==> src/rtl/store_rmw_sequencer.sv <==
// Read-modify-write sequencer for sub-doubleword stores into a 64-bit data memory.
// SB/SH/SW read the doubleword, merge the store lanes and write back; SD writes directly.
module store_rmw_sequencer #(
    parameter int unsigned ADDR_W  = 64,
    parameter int unsigned TIMEOUT = 255
) (
    input  logic              clk,
    input  logic              reset,
    input  logic              StoreValid,
    output logic              StoreReady,
    input  logic [ADDR_W-1:0] StoreAddr,
    input  logic [63:0]       StoreData,
    input  logic [1:0]        StoreType,
    output logic              StoreDone,
    output logic              StoreErr,
    output logic              Busy,
    output logic              MemReq,
    output logic              MemWe,
    output logic [ADDR_W-1:0] MemAddr,
    output logic [63:0]       MemWData,
    input  logic [63:0]       MemRData,
    input  logic              MemAck
);

    localparam int unsigned CntW = (TIMEOUT > 1) ? $clog2(TIMEOUT) : 1;
    localparam logic [CntW-1:0] CntLast = CntW'(TIMEOUT - 1);

    typedef enum logic [1:0] {StIdle, StRead, StWrite} state_e;

    state_e            state_q, state_d;
    logic [CntW-1:0]   cnt_q, cnt_d;
    logic [ADDR_W-1:0] addr_q, addr_d;
    logic [63:0]       wdata_q, wdata_d;
    logic [31:0]       data_q, data_d;
    logic [1:0]        type_q, type_d;
    logic [2:0]        off_q, off_d;
    logic              req_q, req_d;
    logic              we_q, we_d;
    logic              done_q, done_d;
    logic              err_q, err_d;

    logic              misaligned;
    logic              timeout_hit;
    logic [3:0]        nbytes;
    logic [2:0]        src;
    logic [63:0]       merged;

    assign StoreReady  = (state_q == StIdle) && !reset;
    assign Busy        = (state_q != StIdle);
    assign MemReq      = req_q;
    assign MemWe       = we_q;
    assign MemAddr     = addr_q;
    assign MemWData    = wdata_q;
    assign StoreDone   = done_q;
    assign StoreErr    = err_q;
    assign timeout_hit = (TIMEOUT != 0) && (cnt_q == CntLast);
    assign nbytes      = 4'd1 << type_q;

    always_comb begin
        case (StoreType)
            2'd0:    misaligned = 1'b0;
            2'd1:    misaligned = StoreAddr[0];
            2'd2:    misaligned = |StoreAddr[1:0];
            default: misaligned = |StoreAddr[2:0];
        endcase
    end

    // Replace lanes [off .. off+n-1] of the read doubleword with the low store bytes.
    always_comb begin
        merged = MemRData;
        src    = '0;
        for (int i = 0; i < 8; i++) begin
            src = 3'(i) - off_q;
            if ((4'(i) >= {1'b0, off_q}) && (4'(i) < ({1'b0, off_q} + nbytes))) begin
                merged[8*i +: 8] = data_q[8*src[1:0] +: 8];
            end
        end
    end

    always_comb begin
        state_d = state_q;
        cnt_d   = cnt_q;
        addr_d  = addr_q;
        wdata_d = wdata_q;
        data_d  = data_q;
        type_d  = type_q;
        off_d   = off_q;
        done_d  = 1'b0;
        err_d   = 1'b0;
        unique case (state_q)
            StIdle: begin
                if (StoreValid && StoreReady) begin
                    if (misaligned) begin
                        done_d = 1'b1;
                        err_d  = 1'b1;
                    end else begin
                        addr_d = {StoreAddr[ADDR_W-1:3], 3'b000};
                        data_d = StoreData[31:0];
                        type_d = StoreType;
                        off_d  = StoreAddr[2:0];
                        cnt_d  = '0;
                        if (StoreType == 2'd3) begin
                            wdata_d = StoreData;
                            state_d = StWrite;
                        end else begin
                            state_d = StRead;
                        end
                    end
                end
            end
            StRead: begin
                if (MemAck) begin
                    wdata_d = merged;
                    cnt_d   = '0;
                    state_d = StWrite;
                end else if (timeout_hit) begin
                    cnt_d   = '0;
                    done_d  = 1'b1;
                    err_d   = 1'b1;
                    state_d = StIdle;
                end else begin
                    cnt_d = cnt_q + 1'b1;
                end
            end
            StWrite: begin
                if (MemAck) begin
                    cnt_d   = '0;
                    done_d  = 1'b1;
                    state_d = StIdle;
                end else if (timeout_hit) begin
                    cnt_d   = '0;
                    done_d  = 1'b1;
                    err_d   = 1'b1;
                    state_d = StIdle;
                end else begin
                    cnt_d = cnt_q + 1'b1;
                end
            end
            default: state_d = StIdle;
        endcase
        req_d = (state_d != StIdle);
        we_d  = (state_d == StWrite);
    end

    always_ff @(posedge clk) begin
        if (reset) begin
            state_q <= StIdle;
            cnt_q   <= '0;
            addr_q  <= '0;
            wdata_q <= '0;
            data_q  <= '0;
            type_q  <= '0;
            off_q   <= '0;
            req_q   <= 1'b0;
            we_q    <= 1'b0;
            done_q  <= 1'b0;
            err_q   <= 1'b0;
        end else begin
            state_q <= state_d;
            cnt_q   <= cnt_d;
            addr_q  <= addr_d;
            wdata_q <= wdata_d;
            data_q  <= data_d;
            type_q  <= type_d;
            off_q   <= off_d;
            req_q   <= req_d;
            we_q    <= we_d;
            done_q  <= done_d;
            err_q   <= err_d;
        end
    end

endmodule

==> config.mk <==
export PLATFORM = sky130hd
export DESIGN_NAME = store_rmw_sequencer
export DESIGN_NICKNAME = d
export VERILOG_FILES = /design/src/rtl/store_rmw_sequencer.sv
export SDC_FILE = /design/constraint.sdc
export NUM_CORES = 1
export LEC_CHECK = 0
export CORE_UTILIZATION = 48
export CTS_BUF_LIST = sky130_fd_sc_hd__clkbuf_16
export DETAILED_ROUTE_END_ITERATION = 10
export HOLD_SLACK_MARGIN = 0.03
export PLACE_DENSITY = 0.87
export SLEW_MARGIN = 20
export SYNTH_ARGS = -nofsm -noshare
export SYNTH_HDL_FRONTEND = slang
export SYNTH_SLANG_ARGS = --single-unit
==> constraint.sdc <==
create_clock -name clk -period 8.4 [get_ports clk]
set_clock_uncertainty 0.2 [all_clocks]
set_input_delay 1.68 -clock clk [delete_from_list [all_inputs] [get_ports clk]]
set_output_delay 1.68 -clock clk [all_outputs]
set_load 0.05 [all_outputs]
Yosys cells after proc, flatten, opt, wreduce, memory -nomap -nowiden

Cells that the tools add are included.

Register bits: 176
Bits of input ports: 198
Output and inout bits: 134
Logic and storage cells: 112

Add/sub/neg operators: 10
$lt $le $gt $ge: 15
Equality and inequality tests: 11
Shift-type cells: 9
Muxes and demuxes: 33
Bitwise gates (word level): 1
Reductions and logical operators: 22

Operator list:

| cell                                                              | count |
|---|---|
| 2-to-1 mux 64 bit                                                 | 4 |
| variable part select 32 x 6 -> 8 bit                              | 8 |
| one-hot mux 64 bit (2 select lines)                               | 1 |
| 2-to-1 mux 8 bit                                                  | 12 |
| less-than comparator 3 x 4 -> 1 bit (first input constant)        | 4 |
| one-hot mux 8 bit (2 select lines)                                | 1 |
| 2-to-1 mux 2 bit                                                  | 6 |
| greater-or-equal comparator 3 bit (first input constant)          | 3 |
| logical AND 1 bit                                                 | 9 |
| adder 8 x 1 -> 8 bit (second input constant)                      | 1 |
| equality test 2 bit (second input constant)                       | 4 |
| equality test 8 bit (second input constant)                       | 1 |
| less-than comparator 1 x 4 -> 1 bit (first input constant)        | 2 |
| less-than comparator 2 x 4 -> 1 bit (first input constant)        | 2 |
| nonzero test 2 bit                                                | 4 |
| subtractor 1 x 2 -> 2 bit (first input constant)                  | 4 |
| subtractor 2 bit (first input constant)                           | 4 |
| greater-or-equal comparator 1 x 3 -> 1 bit (first input constant) | 2 |
| greater-or-equal comparator 2 x 3 -> 1 bit (first input constant) | 2 |
| one-hot mux 1 bit (3 select lines)                                | 2 |
| one-hot mux 2 bit (3 select lines)                                | 1 |
| AND reduction 3 bit                                               | 2 |
| 2-to-1 mux 1 bit                                                  | 5 |
| AND reduction 5 bit                                               | 1 |
| 11 further kinds                                                  | 16 |

Longest topological paths before layout

Word-level depth: 7
Depth in mapped cells: 11
Gate-level depth less buffers: 8

Worst setup path after synthesis

OpenSTA, ideal clock, no wires.

Kind: input port to output port
From: input reset
To: output StoreReady
Arrival time: 2926 ps
Required time: 6520 ps
Slack: 3594 ps
Stages: 4
Path buffers: 3
Path through: clkbuf_1 clkbuf_1 buf_1 nor2_1

Cells in the longest elaborated chain, start to end: 2

Ends and longest elaborated chain:

| what               | line | RTL |
|---|---|---|
| start: declaration | 8    | `input logic reset,` |
| logical NOT 1 bit  | 48   | `assign StoreReady = (state_q == StIdle) && !reset;` |
| logical AND 1 bit  | 48   |  |
| end: declaration   | 10   | `output logic StoreReady,` |

Every way passes these cells.

Worst setup path in the final report

Same ends and word-level chain as after synthesis.

==> results by group <==
STA
  – Final Slew Violations: 0
  – Period Utilization, post-route: 0.615
  – Number of failing hold endpoints at the final stage: 0
  – Unrepaired setup endpoints after global routing: no
  – Final worst path period need: 5.17 ns
  – Relative slew slack: 0.302
  – Top achievable clock speed: 194 MHz
  – Accumulated negative setup slack: 0 ns
  – Pin slew with the least headroom to its limit: 1.05 ns
  – Count of final setup violators: 0

CTS
  – Buffers from clock root to sink, at most: 2
  – Post-CTS Setup Repair Bufs: 0
  – CTS clk-pin slew, worst paths: 0.07 ns
  – CTS Hold Buffers Added: 0
  – Resize count post-CTS: 0
  – CTS tree: built
  – Latest clock arrival within the worst-skew pair: 0.43 ns
  – Number of H-tree levels: 4
  – Clock sinks: 176
  – Root Buffer: sky130_fd_sc_hd__clkbuf_16
  – Clock buffer count from CTS: 17

Synth
  – Count of different cell masters after synthesis: 61
  – Synthesized flop and latch total: 176
  – Most frequently used flop master after synthesis: sky130_fd_sc_hd__dfxtp_1
  – Library cell with the largest summed area after synthesis: sky130_fd_sc_hd__dfxtp_1
  – Async S/R FF share, synth: 0
  – Average instance area after synthesis: 8.62 um2
  – Yosys warning total: 0
  – Number of synthesized flops with an enable pin: 0
  – Area contributors post-synth: sky130_fd_sc_hd__dfxtp_1, sky130_fd_sc_hd__nand2_1, sky130_fd_sc_hd__mux4_2, sky130_fd_sc_hd__a21oi_1, sky130_fd_sc_hd__mux2i_1
  – Most frequent cell after synthesis: sky130_fd_sc_hd__nand2_1
  – Cell count after synthesis: 1002
  – Cell area after technology mapping: 0.00863 mm2
  – Portion of synthesized cell area occupied by the leading cell type: 0.408
  – Sequential fraction of the synthesis area: 0.408
  – Leading post-synthesis cells by instance count: sky130_fd_sc_hd__nand2_1, sky130_fd_sc_hd__dfxtp_1, sky130_fd_sc_hd__a21oi_1, sky130_fd_sc_hd__clkbuf_1, sky130_fd_sc_hd__nor2_1

GRT
  – Vias in the first global route: 8526
  – Total GRT Usage: 0.325
  – Global-route wire length before repair: 46000 um
  – Maximum number of pins on one net before global-route repair: 147
  – Antenna violations before repair: 2
  – Grt ovf: 0

Routing
  – Antenna Violating Nets Remaining: 0
  – Total wirelength of the detailed-routed design: 30200 um
  – Total number of vias: 8980
  – Detail-routed via count per cell: 5.92
  – Average wire length per cell after detail routing: 19.9 um
  – Length of the first detailed-routing pass in iterations: 7
  – Drt initial violations: 918
  – Post-route DRC: 0

Critical path
  – Largest fanout of any net on the critical path: 146
  – Req. time, crit path: 6.52 ns
  – Critical path class: in -> out
  – Critical Path Source Type: input port
  – Critical path data arrival time: 3.29 ns
  – Endpoint type of the worst setup path: output pin

Run status
  – Result of the run: finished, final reports clean

Pwr
  – Worst vdd rail ir drop: 0.149 mV
  – Power density over the cells: 182 mW/mm2
  – Static leakage power: 4.22 nW
  – Total power consumption of the routed design: 0.00229 W

Finish
  – Number of nets in the finished design: 1486
  – Ratio of cells with drive above 1 in the final layout: 0.0683
  – Signed area change from the synthesized netlist to the final layout: 45.9%

Floorplan
  – Height of the die: 136 um
  – Number of rows in the core area: 48
  – Initial core utilization: 0.496
  – Die ar.: 0.0185 mm2
  – Number of top-level pins: 332
  – CORE AREA: 0.0174 mm2
  – Horizontal extent of the die: 136 um

Placed design
  – DP HPWL: 21700 um
  – Routability congestion estimate from global placement: 0.881
  – # port buffers: 328

Min path
  – Worst Hold Class: reg -> reg

Job
  – Max Cap Violations: 0
==> where the power goes <==
| part | switching, W | internal (W) | total [W] |
|---|---|---|---|
| sequential | 0.0000308 | 0.000877 | 0.000907 |
| clock | 0.000356 | 0.000502 | 0.000858 |
| combinational | 0.000302 | 0.000221 | 0.000523 |
| total | 0.000688 | 0.00160 | 0.00229 |
==> layout by cell type, fill, tap and decap left out, types with 9 or more instances in the layout <==
| cell type | instances |
|---|---|
| sky130_fd_sc_hd__o21ai_0 | 22 |
| sky130_fd_sc_hd__clkdlybuf4s50_1 | 327 |
| sky130_fd_sc_hd__dfxtp_1 | 175 |
| sky130_fd_sc_hd__nand4b_1 | 18 |
| sky130_fd_sc_hd__mux4_2 | 32 |
| sky130_fd_sc_hd__mux2i_1 | 28 |
| sky130_fd_sc_hd__nand3_1 | 20 |
| sky130_fd_sc_hd__nand2_1 | 222 |
| sky130_fd_sc_hd__ha_1 | 11 |
| sky130_fd_sc_hd__nor2_1 | 38 |
| sky130_fd_sc_hd__inv_1 | 11 |
| sky130_fd_sc_hd__a211oi_1 | 36 |
| sky130_fd_sc_hd__a311oi_1 | 9 |
| sky130_fd_sc_hd__nand3b_1 | 13 |
| sky130_fd_sc_hd__clkbuf_16 | 17 |
| sky130_fd_sc_hd__o22ai_1 | 24 |
| sky130_fd_sc_hd__a221o_1 | 15 |
| sky130_fd_sc_hd__a21oi_1 | 137 |
| sky130_fd_sc_hd__nor3b_1 | 12 |
==> sequential cells by signal, indices dropped and copies added, names as in the netlist, 2 cells and up <==
signal,count
MemWData,64
MemAddr,61
data_q,32
cnt_q,8
off_q,3
state_q,2
type_q,2
==> worst max-delay path, cell delays in order <==
cell and delay (ns):
sky130_fd_sc_hd__buf_6 0.71, sky130_fd_sc_hd__nor2_1 0.11, sky130_fd_sc_hd__clkdlybuf4s50_1 0.74
==> final timing paths <==
check	from	to	slack, ns	depth (start not counted)
setup / recovery	reset	StoreReady	3.23	3
hold reg to reg	MemAddr[16]	MemAddr[16]	0.25	2
hold / removal	MemAddr[16]	MemAddr[16]	0.25	2
setup reg to reg	off_q[0]	MemWData[15]	4.31	7
==> per-stage QoR <==
| step | utilization | cell area (um2) | std cells | worst slack, ns | hold slack (ns) |
|---|---|---|---|---|---|
| 2_1_floorplan | - | 8640 | 1004 | 3.59 | 0.263 |
| 3_3_place_gp | 0.686 | 12000 | 1482 | 3.24 | 0.241 |
| 3_5_place_dp | 0.686 | 12000 | 1482 | 3.27 | 0.246 |
| 4_1_cts | 0.723 | 12600 | 1514 | 3.26 | 0.255 |
| 5_1_grt | 0.723 | 12600 | 1516 | 3.13 | 0.271 |
| 6_report | 0.723 | 12600 | 1516 | 3.23 | 0.253 |
==> logic make-up (layout without fill, tap and decap cells) <==
family | Yosys count | count (layout) | share of synthesized area
AO/OA/AOI/OAI | 297 | 297 | 0.220
flip-flops | 176 | 176 | 0.408
adder cells (fa/ha/maj) | 12 | 12 | 0.0183
multiplexers | 60 | 60 | 0.116
XOR/XNOR | 1 | 1 | 0.00101
buffers and inverters | 95 | 380 | 0.0441
AND/OR/NAND/NOR | 360 | 360 | 0.192
other | 1 | 5 | 0.000434
==> area by class of cell <==
type,instances,area (um2)
antenna,2,5.00
clock buffer,17,425
clock inverter,15,209
fill,1293,4820
inverter,12,45.0
multi-input combinational,733,4760
sequential,176,3520
tap,225,282
timing repair buffer,336,3340
==> per-layer routing <==
| layer | vias up | part of all wire | wire length, um | track usage |
|---|---|---|---|---|
| li1 | 4199 | - | - | - |
| met1 | 4216 | 0.38 | 11400 | 0.392 |
| met2 | 485 | 0.48 | 14700 | 0.535 |
| met3 | 80 | 0.095 | 2870 | 0.0872 |
| met4 | 0 | 0.042 | 1270 | 0.157 |
| met5 | - | 0 | 0 | 0 |
Note: power is estimated with default switching activity, not from simulation.
